## config.mk

```make
export PLATFORM = sky130hd
export DESIGN_NAME = serial_sub_unit
export DESIGN_NICKNAME = d
export VERILOG_FILES = /design/src/rtl/sub_pkg.sv /design/src/rtl/sub_digit.sv /design/src/rtl/serial_sub_unit.sv
export SDC_FILE = /design/constraint.sdc
export NUM_CORES = 1
export LEC_CHECK = 0
export BUFFER_PORTS_ARGS = -buffer_cell sky130_fd_sc_hd__buf_2
export CAP_MARGIN = 15
export CORE_MARGIN = 2
export CORE_UTILIZATION = 50
export DETAILED_ROUTE_END_ITERATION = 16
export GPL_TIMING_DRIVEN = 0
export PLACE_DENSITY = 0.77
export SKIP_LAST_GASP = 1
export SLEW_MARGIN = 20
export SYNTH_ARGS = -nofsm -noshare
export SYNTH_HDL_FRONTEND = slang
export SYNTH_SLANG_ARGS = --single-unit
```

## constraint.sdc

```tcl
create_clock -name clk -period 8.1 [get_ports clk]
set_input_delay 0.81 -clock clk [delete_from_list [all_inputs] [get_ports clk]]
set_output_delay 0.81 -clock clk [all_outputs]
set_load 0.05 [all_outputs]
```

## src/rtl/sub_pkg.sv

```systemverilog
`default_nettype none
// +----------------------------------------------------------------------------+
// | sub_pkg                                                                    |
// | Shared state encoding and counter sizing for the serial subtractor.        |
// | Revision: 1.0                                                              |
// +----------------------------------------------------------------------------+
package sub_pkg;

    typedef enum logic [1:0] {
        IDLE = 2'd0,
        RUN  = 2'd1,
        DONE = 2'd2
    } state_t;

    // A one-digit operation still needs a one-bit counter.
    function automatic int ctr_width(input int ndig);
        return (ndig > 1) ? $clog2(ndig) : 1;
    endfunction

endpackage
`default_nettype wire

```

## src/rtl/sub_digit.sv

```systemverilog
`default_nettype none
// +----------------------------------------------------------------------------+
// | sub_digit                                                                  |
// | Combinational DIGIT-bit ripple of full-subtractor cells.                   |
// | Revision: 1.0                                                              |
// +----------------------------------------------------------------------------+
module sub_digit #(
    parameter int DIGIT = 4
) (
    input  logic [DIGIT-1:0] x,
    input  logic [DIGIT-1:0] y,
    input  logic             bin,
    output logic [DIGIT-1:0] diff,
    output logic             bout
);

    logic [DIGIT:0] w_borrow;

    assign w_borrow[0] = bin;

    for (genvar i = 0; i < DIGIT; i++) begin : g_cell
        assign diff[i]       = x[i] ^ y[i] ^ w_borrow[i];
        assign w_borrow[i+1] = (~x[i] & y[i]) | (~(x[i] ^ y[i]) & w_borrow[i]);
    end

    assign bout = w_borrow[DIGIT];

endmodule
`default_nettype wire

```

## src/rtl/serial_sub_unit.sv

```systemverilog
`default_nettype none
// +----------------------------------------------------------------------------+
// | serial_sub_unit                                                            |
// | Multi-cycle D = A - B - BI, DIGIT bits per clock, LSB digit first.         |
// | Revision: 1.0                                                              |
// +----------------------------------------------------------------------------+
module serial_sub_unit
    import sub_pkg::*;
#(
    parameter int WIDTH = 16,
    parameter int DIGIT = 4
) (
    input  logic             clk,
    input  logic             rst,
    input  logic             start,
    input  logic [WIDTH-1:0] a,
    input  logic [WIDTH-1:0] b,
    input  logic             bi,
    output logic             busy,
    output logic             done,
    output logic [WIDTH-1:0] d,
    output logic             bo,
    output logic             zero,
    output logic             ovf
);

    localparam int NDIG = (DIGIT > 0) ? (WIDTH / DIGIT) : 1;
    localparam int CW   = ctr_width(NDIG);
    localparam logic [CW-1:0] c_last = CW'(NDIG - 1);

    if ((WIDTH < 1) || (DIGIT < 1) || (DIGIT > WIDTH) || ((WIDTH % DIGIT) != 0)) begin : g_bad_params
        $error("serial_sub_unit: DIGIT must divide WIDTH and lie in 1..WIDTH");
    end

    state_t           r_state;
    state_t           w_state_next;
    logic [CW-1:0]    r_ctr;
    logic [WIDTH-1:0] r_a;
    logic [WIDTH-1:0] r_b;
    logic [WIDTH-1:0] r_d;
    logic             r_a_msb;
    logic             r_b_msb;
    logic             r_borrow;
    logic             r_bo;
    logic             r_zero;
    logic             r_ovf;
    logic [DIGIT-1:0] w_diff;
    logic             w_bout;
    logic [WIDTH-1:0] w_a_shift;
    logic [WIDTH-1:0] w_b_shift;
    logic [WIDTH-1:0] w_d_next;
    logic             w_last;

    // Operands shift down so the active digit is always in the low bits.
    sub_digit #(.DIGIT(DIGIT)) u_digit (
        .x    (r_a[DIGIT-1:0]),
        .y    (r_b[DIGIT-1:0]),
        .bin  (r_borrow),
        .diff (w_diff),
        .bout (w_bout)
    );

    // New digits enter at the top; after NDIG steps digit 0 sits at the bottom.
    if (NDIG == 1) begin : g_single
        assign w_a_shift = r_a;
        assign w_b_shift = r_b;
        assign w_d_next  = w_diff;
    end else begin : g_multi
        assign w_a_shift = {{DIGIT{1'b0}}, r_a[WIDTH-1:DIGIT]};
        assign w_b_shift = {{DIGIT{1'b0}}, r_b[WIDTH-1:DIGIT]};
        assign w_d_next  = {w_diff, r_d[WIDTH-1:DIGIT]};
    end

    assign w_last = (r_ctr == c_last);

    always_comb begin
        w_state_next = r_state;
        case (r_state)
            IDLE:    if (start) w_state_next = RUN;
            RUN:     if (w_last) w_state_next = DONE;
            DONE:    w_state_next = IDLE;
            default: w_state_next = IDLE;
        endcase
    end

    always_ff @(posedge clk or posedge rst) begin
        if (rst) r_state <= IDLE;
        else     r_state <= w_state_next;
    end

    always_ff @(posedge clk or posedge rst) begin
        if (rst) begin
            r_ctr    <= '0;
            r_a      <= '0;
            r_b      <= '0;
            r_d      <= '0;
            r_a_msb  <= 1'b0;
            r_b_msb  <= 1'b0;
            r_borrow <= 1'b0;
            r_bo     <= 1'b0;
            r_zero   <= 1'b0;
            r_ovf    <= 1'b0;
        end else begin
            case (r_state)
                IDLE: begin
                    if (start) begin
                        r_a      <= a;
                        r_b      <= b;
                        r_a_msb  <= a[WIDTH-1];
                        r_b_msb  <= b[WIDTH-1];
                        r_borrow <= bi;
                        r_ctr    <= '0;
                        r_d      <= '0;
                    end
                end
                RUN: begin
                    r_a      <= w_a_shift;
                    r_b      <= w_b_shift;
                    r_borrow <= w_bout;
                    r_d      <= w_d_next;
                    r_ctr    <= r_ctr + 1'b1;
                    if (w_last) begin
                        r_bo   <= w_bout;
                        r_zero <= (w_d_next == '0);
                        r_ovf  <= (r_a_msb != r_b_msb) && (w_diff[DIGIT-1] != r_a_msb);
                    end
                end
                default: ;
            endcase
        end
    end

    assign busy = (r_state == RUN);
    assign done = (r_state == DONE);
    assign d    = r_d;
    assign bo   = r_bo;
    assign zero = r_zero;
    assign ovf  = r_ovf;

endmodule
`default_nettype wire
```

==> results of run 1 <==
## metal layers
| layer | share of wire (%) | vias up | wire [um] |
|---|---|---|---|
| met1 | 44 | 900 | 2400 |
| li1 | - | 882 | - |
| met3 | 7.1 | 9 | 383 |
| met5 | 0 | - | 0 |
| met2 | 47 | 73 | 2520 |
| met4 | 1.9 | 0 | 102 |
## cells in the final DEF (no fill, tap or decap), types with 3 or more instances in the layout
| master | instances |
|---|---|
| sky130_fd_sc_hd__clkbuf_8 | 9 |
| sky130_fd_sc_hd__nand2_1 | 32 |
| sky130_fd_sc_hd__buf_6 | 4 |
| sky130_fd_sc_hd__o21ai_0 | 18 |
| sky130_fd_sc_hd__buf_2 | 59 |
| sky130_fd_sc_hd__dfrtp_1 | 58 |
| sky130_fd_sc_hd__inv_1 | 5 |
| sky130_fd_sc_hd__fa_1 | 4 |
| sky130_fd_sc_hd__o21ai_1 | 14 |
| sky130_fd_sc_hd__mux2i_1 | 25 |
| sky130_fd_sc_hd__a22o_1 | 21 |
| sky130_fd_sc_hd__bufinv_16 | 3 |
## cells in the mapped netlist (2+ instances only)
| cell | count | area [sq um] |
|---|---|---|
| sky130_fd_sc_hd__nor2b_1 | 2 | 12.5 |
| sky130_fd_sc_hd__dfrtp_1 | 58 | 1450 |
| sky130_fd_sc_hd__inv_1 | 6 | 22.5 |
| sky130_fd_sc_hd__o21ai_0 | 18 | 90.1 |
| sky130_fd_sc_hd__mux2_2 | 2 | 22.5 |
| sky130_fd_sc_hd__clkbuf_1 | 2 | 7.51 |
| sky130_fd_sc_hd__buf_6 | 4 | 45.0 |
| sky130_fd_sc_hd__buf_12 | 2 | 40.0 |
| sky130_fd_sc_hd__nand2_1 | 32 | 120 |
| sky130_fd_sc_hd__a22o_1 | 21 | 184 |
| sky130_fd_sc_hd__buf_2 | 3 | 15.0 |
| sky130_fd_sc_hd__nor4b_1 | 2 | 17.5 |
| sky130_fd_sc_hd__mux2i_1 | 25 | 250 |
| sky130_fd_sc_hd__buf_4 | 2 | 15.0 |
| sky130_fd_sc_hd__o21ai_1 | 14 | 70.1 |
| sky130_fd_sc_hd__fa_1 | 4 | 80.1 |
## cells by family after synthesis
family          share of synthesized area, %
simple gates                            8.16
compound gates                          14.4
buf+inv                                 6.11
mux                                     11.1
fa+ha+maj                               3.62
flops                                   56.7
## state kept, by name (all words and copies together), names as in the netlist
name / flops
r_a: 16
r_borrow: 1
r_a_msb: 1
r_b_msb: 1
r_ctr: 2
zero: 1
bo: 1
r_state: 2
ovf: 1
d: 16
r_b: 16
## worst max-delay path: cells and delay by family, from the launching register on
family / cells / cell delay [ps]
simple gates: 2 / 370
buf+inv: 1 / 70
fa+ha+maj: 4 / 1840
flops: 1 / 380
compound gates: 1 / 190
## stage by stage
| step | hold slack, ps | setup WS [ps] | cell area, sq um |
|---|---|---|---|
| after detailed placement | 474 | 5180 | 2930 |
| final | 485 | 5180 | 3170 |
| after CTS | 489 | 5160 | 3170 |
| after global placement | 460 | 5140 | 2930 |
| after global routing | 515 | 5060 | 3170 |
| after floorplan | 449 | 5500 | 2560 |
## power by group through the flow
| stage | Sequential (mW) | Clock [mW] | Combinational, mW |
|---|---|---|---|
| 2_1_floorplan | 0.634 | 0 | 0.425 |
| 3_3_place_gp | 0.508 | 0 | 0.720 |
| 3_5_place_dp | 0.513 | 0 | 0.736 |
| 4_1_cts | 0.508 | 0.327 | 0.738 |
| 5_1_grt | 0.526 | 0.341 | 0.796 |
| 6_report | 0.508 | 0.323 | 0.728 |
## area by class of cell
class	instances	area, sq um
Fill cell	430	1840
Sequential cell	58	1450
Multi-Input combinational cell	132	953
Timing Repair Buffer	56	280
Clock buffer	9	124
Buffer	13	123
Clock inverter	7	118
Tap cell	70	87.6
Inverter	7	36.3
## final timing paths
path | slack [ps] | to | start | cells past startpoint
max | 5180 | zero | r_a[0] | 8
min in group asynchronous | 580 | r_a[0] | rst | 2
min | 480 | r_a[6] | r_a[6] | 2
max reg2reg | 5180 | zero | r_a[0] | 8
min reg2reg | 480 | r_a[6] | r_a[6] | 2
max in group asynchronous | 7050 | r_b[1] | rst | 2
==> impl_summary.log, run 1 <==
INFO  metric vias = 1864
INFO  metric report.final.setup_viol = 0
INFO  metric fp-row-count = 26
INFO  metric most_used_flip_flop_cell_after_synthesis = sky130_fd_sc_hd__dfrtp_1
INFO  metric synth_area = 2560 sq um
INFO  metric ratio_of_total_power_to_cell_area = 491 nW/um^2
INFO  metric synth.ff_latch_count = 58
INFO  metric worstPathArrival = 3180 ps
INFO  metric dp.final_hpwl = 3780 um
INFO  metric drt_iter0_drc = 90
INFO  metric dieHeight = 75.6 um
INFO  metric wire_length_of_the_first_global_routing_pass = 9070 um
INFO  metric grt.met1_usage = 30.5%
INFO  metric cts_post_setup_buffers_inserted = 0
INFO  metric vias_per_cell = 5.30
INFO  metric cap_viol_max_count = 0
INFO  metric final_cells = 352
INFO  metric run_status = completed
INFO  metric synthDistinctLibCells = 29
INFO  metric unrepaired_setup_endpoints_after_global_routing = false
INFO  metric seq_power_share = 32.6%
INFO  metric final.setup_skew = 12.1 ps
INFO  metric port_buffer_count = 56
INFO  metric p_int = 907 uW
INFO  metric cts.htree.levels = 3
INFO  metric avg_inst_size_synth = 12.2 sq um
INFO  metric number_of_global_route_vias_before_repair = 1832
INFO  metric total_switching_power = 652 uW
INFO  metric areaGrowthSynthToFinish = 23.9%
INFO  metric total_of_cells_resized_after_clock_tree_synthesis = 0
INFO  metric routability_cong = 0.741
INFO  metric postCtsHoldBufs = 0
INFO  metric total_count_of_hold_check_failures_in_the_final_report = 0
INFO  metric coreArea = 5010 sq um
INFO  metric worstHoldPathType = reg -> reg
INFO  metric detail_route.wirelength = 5400 um
INFO  metric critical_path_required = 8360 ps
INFO  metric netlist_instances = 210
INFO  metric grt.met2_usage = 32.7%
INFO  metric drc_errors = 0
INFO  metric drt_pre_antenna_iters = 4
INFO  metric worst-slew-pin-transition = 702 ps
INFO  metric grt_overall_usage = 22.0%
INFO  metric ctsRootBufferMaster = sky130_fd_sc_hd__clkbuf_8
INFO  metric grt.met3_usage = 6.08%
INFO  metric die-area = 5710 sq um
INFO  metric power.clock.fraction = 20.7%
INFO  metric synth_seq_area_share = 56.7%
INFO  metric cpPeakStageDelay = 610 ps
INFO  metric finalSetupTns = 0 ps
INFO  metric start_util = 51.1%
INFO  metric drv_slew = 0
INFO  metric total_power = 1.56 mW
INFO  metric drtAntennaViolNets = 0
INFO  metric antenna_diodes = 0
INFO  metric cts_made_buffers = 9
INFO  metric placed_cells_incl_taps = 336
INFO  metric wl_per_cell = 15.4 um
INFO  metric die-width = 75.6 um
INFO  metric maximum_number_of_pins_on_one_net_before_global_route_repair = 59
INFO  metric antenna_found_initial = 0
INFO  metric cp_common_cell = sky130_fd_sc_hd__fa_1
INFO  metric top_usage_layer = met2
INFO  metric synthesis.nets = 251
INFO  metric drive_above_1_share = 31.9%
INFO  metric period_share = 36.1%
INFO  metric clk-insertion-delay-late = 340 ps
INFO  metric nNetsFinal = 318
INFO  metric worst-setup-path-type = reg -> reg
INFO  metric layout.core_utilization = 63.3%
INFO  metric clock-sinks = 58
INFO  metric yosysWarningCount = 0
INFO  metric vdd_drop_max = 0.255 mV
INFO  metric critical_path_peak_fanout = 4
INFO  metric i_o_pins = 57
INFO  metric slew_headroom = 53.2%
INFO  metric share_comb_of_total_power = 46.7%
INFO  metric critical_path.startpoint_type = flip-flop
INFO  metric synth_enable_flop_cells = 0
INFO  metric path_cells = inv_1 -> fa_1 -> fa_1 -> fa_1 -> fa_1 -> nor4b_1 -> nand4_1 -> o21ai_0
INFO  metric cp_slowest_cell = sky130_fd_sc_hd__fa_1
INFO  metric clock_tree_from_tritoncts = yes
INFO  metric final_period_minus_worst_setup_slack = 2920 ps
INFO  metric total_leakage_power = 1.59 nW
INFO  metric clock_pin_slew_reported_for_the_worst_setup_and_hold_paths_after_clock_tree_synthesis = 80 ps
INFO  metric remaining_overflow_grt = 0
INFO  metric ys_async_sr_fraction = 100%
INFO  metric power.switching_fraction = 41.8%
INFO  metric ctsLongestPathBuffers = 2
INFO  metric max_freq = 342 MHz
INFO  metric endpoint_kind = flip-flop
Power figures use the tool's default switching activity.
==> run 2, diff against run 1 <==
==> constraint.sdc (replaced) <==
create_clock -name clk -period 2.85 [get_ports clk]
set_input_delay 0.285 -clock clk [delete_from_list [all_inputs] [get_ports clk]]
set_output_delay 0.285 -clock clk [all_outputs]
set_load 0.05 [all_outputs]
==> impl_summary.log, run 2 (synthesized netlist as in run 1, its figures left out) <==
INFO  metric cts_made_buffers = 9 (unchanged)
INFO  metric total_count_of_hold_check_failures_in_the_final_report = 0 (unchanged)
INFO  metric antenna_diodes = 0 (unchanged)
INFO  metric vdd_drop_max = 0.727 mV (+190%)
INFO  metric drv_slew = 0 (unchanged)
INFO  metric postCtsHoldBufs = 0 (unchanged)
INFO  metric critical_path.startpoint_type = flip-flop
INFO  metric coreArea = 5010 sq um (unchanged)
INFO  metric ctsRootBufferMaster = sky130_fd_sc_hd__clkbuf_8
INFO  metric r2r_worst_path_depth = 8 (unchanged)
INFO  metric critical_path_required = 3120 ps (-5240 ps)
INFO  metric wl_per_cell = 15.5 um (+1.1%)
INFO  metric number_of_global_route_vias_before_repair = 1834 (+0.11%)
INFO  metric clock-sinks = 58 (unchanged)
INFO  metric total_switching_power = 1.89 mW (+190%)
INFO  metric report.final.setup_viol = 0 (unchanged)
INFO  metric power.switching_fraction = 41.7% (-0.11 points)
INFO  metric worstPathArrival = 3000 ps (-180 ps)
INFO  metric routability_cong = 0.741 (unchanged)
INFO  metric power.clock.fraction = 20.4% (-0.3 points)
INFO  metric final_period_minus_worst_setup_slack = 2730 ps (-193 ps)
INFO  metric worst-slew-pin-transition = 699 ps (-3.38 ps)
INFO  metric layout.cells.most_common_list = sky130_fd_sc_hd__buf_2 (59), sky130_fd_sc_hd__dfrtp_1 (58), sky130_fd_sc_hd__nand2_1 (32)
INFO  metric seq_power_share = 32.0% (-0.6 points)
INFO  metric die-width = 75.6 um (unchanged)
INFO  metric ctsLongestPathBuffers = 2 (unchanged)
INFO  metric drive_above_1_share = 33.6% (+1.7 points)
INFO  metric final_cells = 353 (+0.28%)
INFO  metric fp-row-count = 26 (unchanged)
INFO  metric p_int = 2.64 mW (+190%)
INFO  metric placed_cells_incl_taps = 336 (unchanged)
INFO  metric cap_viol_max_count = 0 (unchanged)
INFO  metric detail_route.wirelength = 5480 um (+1.4%)
INFO  metric grt_overall_usage = 22.4% (+0.41 points)
INFO  metric max_freq = 366 MHz (+7.1%)
INFO  metric maximum_number_of_pins_on_one_net_before_global_route_repair = 59 (unchanged)
INFO  metric fillCellCount = 430 (unchanged)
INFO  metric vias_per_cell = 5.21 (-1.6%)
INFO  metric finalSetupTns = 0 ps (unchanged)
INFO  metric port_buffer_count = 56 (unchanged)
INFO  metric drt_pre_antenna_iters = 6 (+2)
INFO  metric clock_tree_from_tritoncts = yes
INFO  metric i_o_pins = 57 (unchanged)
INFO  metric drtAntennaViolNets = 0 (unchanged)
INFO  metric areaGrowthSynthToFinish = 24.7%
INFO  metric start_util = 51.1% (unchanged)
INFO  metric drc_errors = 0 (unchanged)
INFO  metric worst_r2r_endpoint = zero
INFO  metric nNetsFinal = 319 (+0.31%)
INFO  metric seqCellArea = 1450 sq um (unchanged)
INFO  metric period_share = 95.8% (+60 points)
INFO  metric total_leakage_power = 1.59 nW (+0.24%)
INFO  metric die-area = 5710 sq um (unchanged)
INFO  metric dieHeight = 75.6 um (unchanged)
INFO  metric dp.final_hpwl = 3780 um (unchanged)
INFO  metric worstHoldPathType = in -> async
INFO  metric area_of_the_multi_input_gates = 967 sq um (+1.4%)
INFO  metric share_comb_of_total_power = 47.6% (+0.9 points)
INFO  metric drt_iter0_drc = 100 (+11%)
INFO  metric critical_path_peak_fanout = 2 (-2)
INFO  metric cts.htree.levels = 3 (unchanged)
INFO  metric setup_slack_on_the_worst_flop_to_flop_path = 120 ps (-5060 ps)
INFO  metric clk-insertion-delay-late = 340 ps (about the same)
INFO  metric worst-setup-path-type = reg -> reg
INFO  metric endpoint_kind = flip-flop
INFO  metric unrepaired_setup_endpoints_after_global_routing = false
INFO  metric clock_pin_slew_reported_for_the_worst_setup_and_hold_paths_after_clock_tree_synthesis = 70 ps (about the same)
INFO  metric antenna_found_initial = 0 (unchanged)
INFO  metric final.setup_skew = 8.70 ps (-3.38 ps)
INFO  metric vias = 1839 (-1.3%)
INFO  metric mostFrequentLayoutCell = sky130_fd_sc_hd__buf_2
INFO  metric wire_length_of_the_first_global_routing_pass = 9210 um (+1.6%)
INFO  metric run_status = completed
INFO  metric worstReg2RegStart = r_a[0]
INFO  metric ratio_of_total_power_to_cell_area = 1420 nW/um^2 (+190%)
INFO  metric remaining_overflow_grt = 0 (unchanged)
INFO  metric slew_headroom = 53.4% (+0.23 points)
INFO  metric total_power = 4.52 mW (+190%)
-- run 2: cell types whose count changed in the layout (fill, tap and decap cells not counted) --
cell,change
sky130_fd_sc_hd__fa_1,-3
sky130_fd_sc_hd__fa_2,+3
sky130_fd_sc_hd__buf_4,+1
sky130_fd_sc_hd__nor4b_1,-1
sky130_fd_sc_hd__nor4b_2,+1
sky130_fd_sc_hd__o21ai_0,-1
sky130_fd_sc_hd__o21ai_1,+1
-- run 2: cell type report --
cell class	count	area share, %
inverter	7	1.14
buffer	13	3.84
clock buffer	9	3.88
timing repair buffer	57	9.01
clock inverter	7	3.68
sequential	58	45.4
multi-input combinational	132	30.3
tap	70	2.74
-- run 2: how the worst max path moves through the flow --
stage	end	from	slack [ps]	cells after the start
2_1_floorplan	zero	r_a[0]	250	8
3_3_place_gp	zero	r_a[0]	-20	8
3_5_place_dp	zero	r_a[0]	-70	8
4_1_cts	zero	r_a[0]	50	8
5_1_grt	zero	r_a[0]	20	8
6_report	zero	r_a[0]	120	8
-- run 2: what timing repair did --
action                                  CTS  global route
resized for setup                         4             1
setup buffers                             1             0
pin swaps                                 1             2
endpoints found under the setup margin    1             2
-- run 2: power by group through the flow --
stage | clock network, mW | registers, mW | logic (mW)
floorplan | 0 | 1.80 | 1.21
global placement | 0 | 1.44 | 2.05
detailed placement | 0 | 1.46 | 2.09
CTS | 0.930 | 1.45 | 2.16
global route | 0.968 | 1.50 | 2.36
finish | 0.921 | 1.45 | 2.15
-- run 2: routing by layer --
metal	vias to the layer above	track usage (%)	wire length, um
met5	-	0	0
met3	10	5.69	302
met1	896	31.5	2500
met4	0	9.36	93
met2	53	33.2	2580
li1	880	-	-
-- run 2: worst max-delay path, cell delays in order, from the launching register on --
cell and delay, ps:
sky130_fd_sc_hd__dfrtp_1 380, sky130_fd_sc_hd__inv_1 70, sky130_fd_sc_hd__fa_1 440, sky130_fd_sc_hd__fa_2 370, sky130_fd_sc_hd__fa_2 360, sky130_fd_sc_hd__fa_2 560, sky130_fd_sc_hd__nor4b_2 180, sky130_fd_sc_hd__nand4_1 130
sky130_fd_sc_hd__o21ai_1 160
-- run 2: through the flow --
step | utilization [%] | cell area, sq um | worst slack [ps] | hold WS [ps]
5_1_grt | 63.8 | 3190 | 21.8 | 129
3_3_place_gp | 58.5 | 2930 | -17.2 | 460
2_1_floorplan | - | 2560 | 246 | 418
6_report | 63.8 | 3190 | 120 | 56.1
4_1_cts | 63.7 | 3190 | 47.4 | 86.1
3_5_place_dp | 58.5 | 2930 | -74.2 | 454
==> run 3, diff against run 2 <==
--- a/config.mk
+++ b/config.mk
@@ -11,7 +11,7 @@
 export CORE_UTILIZATION = 50
 export DETAILED_ROUTE_END_ITERATION = 16
 export GPL_TIMING_DRIVEN = 0
-export PLACE_DENSITY = 0.77
+export PLACE_DENSITY_LB_ADDON = 0.25
 export SKIP_LAST_GASP = 1
 export SLEW_MARGIN = 20
 export SYNTH_ARGS = -nofsm -noshare
==> impl_summary.log, run 3 (synthesized netlist as in run 1, its figures left out) <==
INFO  metric critical_path_required = 3090 ps (-30 ps)
INFO  metric start_util = 51.1% (unchanged)
INFO  metric placed_cells_incl_taps = 336 (unchanged)
INFO  metric unrepaired_setup_endpoints_after_global_routing = false
INFO  metric routability_cong = 0.747 (+0.89%)
INFO  metric fillCellCount = 445 (+3.5%)
INFO  metric cts.htree.levels = 3 (unchanged)
INFO  metric critical_path.startpoint_type = flip-flop
INFO  metric fp-row-count = 26 (unchanged)
INFO  metric endpoint_kind = flip-flop
INFO  metric final_cells = 353 (unchanged)
INFO  metric worstReg2RegStart = r_a[0]
INFO  metric ctsLongestPathBuffers = 2 (unchanged)
INFO  metric cts_made_buffers = 9 (unchanged)
INFO  metric clock-sinks = 58 (unchanged)
INFO  metric max_freq = 366 MHz (about the same)
INFO  metric areaGrowthSynthToFinish = 24.3%
INFO  metric total_count_of_hold_check_failures_in_the_final_report = 0 (unchanged)
INFO  metric die-area = 5710 sq um (unchanged)
INFO  metric ctsRootBufferMaster = sky130_fd_sc_hd__clkbuf_8
INFO  metric vias_per_cell = 5.13 (-1.6%)
INFO  metric vias = 1810 (-1.6%)
INFO  metric port_buffer_count = 56 (unchanged)
INFO  metric layout.core_utilization = 63.6% (-0.20 points)
INFO  metric uppermost_layer_routed = met4
INFO  metric detail_route.wirelength = 5330 um (-2.7%)
INFO  metric number_of_global_route_vias_before_repair = 1763 (-3.9%)
INFO  metric cap_viol_max_count = 0 (unchanged)
INFO  metric total_power = 4.47 mW (-1.3%)
INFO  metric run_status = completed
INFO  metric mostFrequentLayoutCell = sky130_fd_sc_hd__buf_2
INFO  metric worstPathArrival = 2980 ps (-20 ps)
INFO  metric r2r_worst_path_depth = 8 (unchanged)
INFO  metric clock_tree_from_tritoncts = yes
INFO  metric nNetsFinal = 319 (unchanged)
INFO  metric dp.final_hpwl = 3690 um (-2.3%)
INFO  metric worst-slew-pin-transition = 723 ps (+23.9 ps)
INFO  metric dr_wl_met3 = 236 um (-22%)
INFO  metric drt_pre_antenna_iters = 4 (-2)
INFO  metric setup_slack_on_the_worst_flop_to_flop_path = 120 ps (about the same)
INFO  metric routedLengthMet1 = 2550 um (+1.9%)
INFO  metric antenna_found_initial = 0 (unchanged)
INFO  metric die-width = 75.6 um (unchanged)
INFO  metric total_leakage_power = 1.59 nW (about the same)
INFO  metric i_o_pins = 57 (unchanged)
INFO  metric report.final.setup_viol = 0 (unchanged)
INFO  metric ratio_of_total_power_to_cell_area = 1400 nW/um^2 (-0.94%)
INFO  metric slew_headroom = 51.8% (-1.6 points)
INFO  metric period_share = 95.9% (about the same)
INFO  metric placed_cell_area = 2930 sq um (unchanged)
INFO  metric clock_pin_slew_reported_for_the_worst_setup_and_hold_paths_after_clock_tree_synthesis = 70 ps (about the same)
INFO  metric wire_length_of_the_first_global_routing_pass = 8600 um (-6.6%)
INFO  metric final.setup_skew = 8.21 ps (-0.490 ps)
INFO  metric grt_overall_usage = 20.9% (-1.5 points)
INFO  metric dieHeight = 75.6 um (unchanged)
INFO  metric drt_iter0_drc = 94 (-6.0%)
INFO  metric coreArea = 5010 sq um (unchanged)
INFO  metric worst_r2r_endpoint = zero
INFO  metric whs = 67.5 ps (+11.5 ps)
INFO  metric drv_slew = 0 (unchanged)
INFO  metric vdd_drop_max = 0.752 mV (+3.5%)
INFO  metric drive_above_1_share = 33.9% (+0.35 points)
INFO  metric worst-setup-path-type = reg -> reg
INFO  metric drc_errors = 0 (unchanged)
INFO  metric final_period_minus_worst_setup_slack = 2730 ps (+2.53 ps)
INFO  metric route.met2.wl = 2450 um (-5.0%)
INFO  metric critical_path_peak_fanout = 2 (unchanged)
INFO  metric antenna_diodes = 0 (unchanged)
INFO  metric clk-insertion-delay-late = 330 ps (about the same)
INFO  metric drtAntennaViolNets = 0 (unchanged)
INFO  metric maximum_number_of_pins_on_one_net_before_global_route_repair = 59 (unchanged)
INFO  metric layout.cells.most_common_list = sky130_fd_sc_hd__buf_2 (59), sky130_fd_sc_hd__dfrtp_1 (58), sky130_fd_sc_hd__nand2_1 (32)
INFO  metric worstHoldPathType = in -> async
INFO  metric stdcell_area = 3180 sq um (-0.31%)
INFO  metric postCtsHoldBufs = 0 (unchanged)
INFO  metric wl_per_cell = 15.1 um (-2.7%)
INFO  metric remaining_overflow_grt = 0 (unchanged)
## run 3: changes by cell type in the layout (fill, tap and decap cells not counted)
cell and change:
sky130_fd_sc_hd__clkinv_2 +2, sky130_fd_sc_hd__clkinv_4 -2, sky130_fd_sc_hd__bufinv_16 -1, sky130_fd_sc_hd__clkbuf_8 +1, sky130_fd_sc_hd__nor3b_1 -1, sky130_fd_sc_hd__nor3b_2 +1
sky130_fd_sc_hd__nor4b_2 -1, sky130_fd_sc_hd__nor4b_4 +1
## run 3: per-stage QoR
| step | TNS [ps] | setup WS, ps |
|---|---|---|
| 2_1_floorplan | 0 | 246 |
| 3_3_place_gp | 0 | 0.127 |
| 3_5_place_dp | -168 | -168 |
| 4_1_cts | 0 | 50.0 |
| 5_1_grt | 0 | 32.9 |
| 6_report | 0 | 118 |
## run 3: how the worst max path moves through the flow
stage | from | to | slack, ps
floorplan | r_a[0] | zero | 250
global placement | r_a[0] | zero | 0.1
detailed placement | r_a[0] | zero | -170
CTS | r_a[0] | zero | 50
global route | r_a[0] | zero | 30
finish | r_a[0] | zero | 120
## run 3: metal layers
metal  track usage (%)  vias up
li1                  -      876
met1              29.7      879
met2              31.0       46
met3              3.97        9
met4              9.94        0
met5                 0        -
## run 3: repair_timing
item | 4_1_cts | 5_1_grt
buffers inserted | 1 | 0
setup endpoints to repair | 1 | 2
gates resized for setup | 5 | 2
pin swaps | 1 | 2
## run 3: layout make-up
type | count | area, sq um | area share [%]
timing repair buffer | 57 | 288 | 9.04
sequential | 58 | 1450 | 45.6
clock buffer | 10 | 138 | 4.32
tap | 70 | 87.6 | 2.75
multi-input combinational | 132 | 981 | 30.8
buffer | 13 | 123 | 3.85
inverter | 7 | 36.3 | 1.14
clock inverter | 6 | 80.1 | 2.51
## run 3: worst max-delay path, stage by stage, from the launching register on
cell	delay, ps
sky130_fd_sc_hd__dfrtp_1	360
sky130_fd_sc_hd__inv_1	60
sky130_fd_sc_hd__fa_1	440
sky130_fd_sc_hd__fa_2	360
sky130_fd_sc_hd__fa_2	350
sky130_fd_sc_hd__fa_2	570
sky130_fd_sc_hd__nor4b_4	200
sky130_fd_sc_hd__nand4_1	130
sky130_fd_sc_hd__o21ai_1	170
## run 3: where the power goes
group	switching, mW	internal (mW)
clock	0.323	0.510
combinational	1.29	0.894
sequential	0.256	1.19
total	1.87	2.59
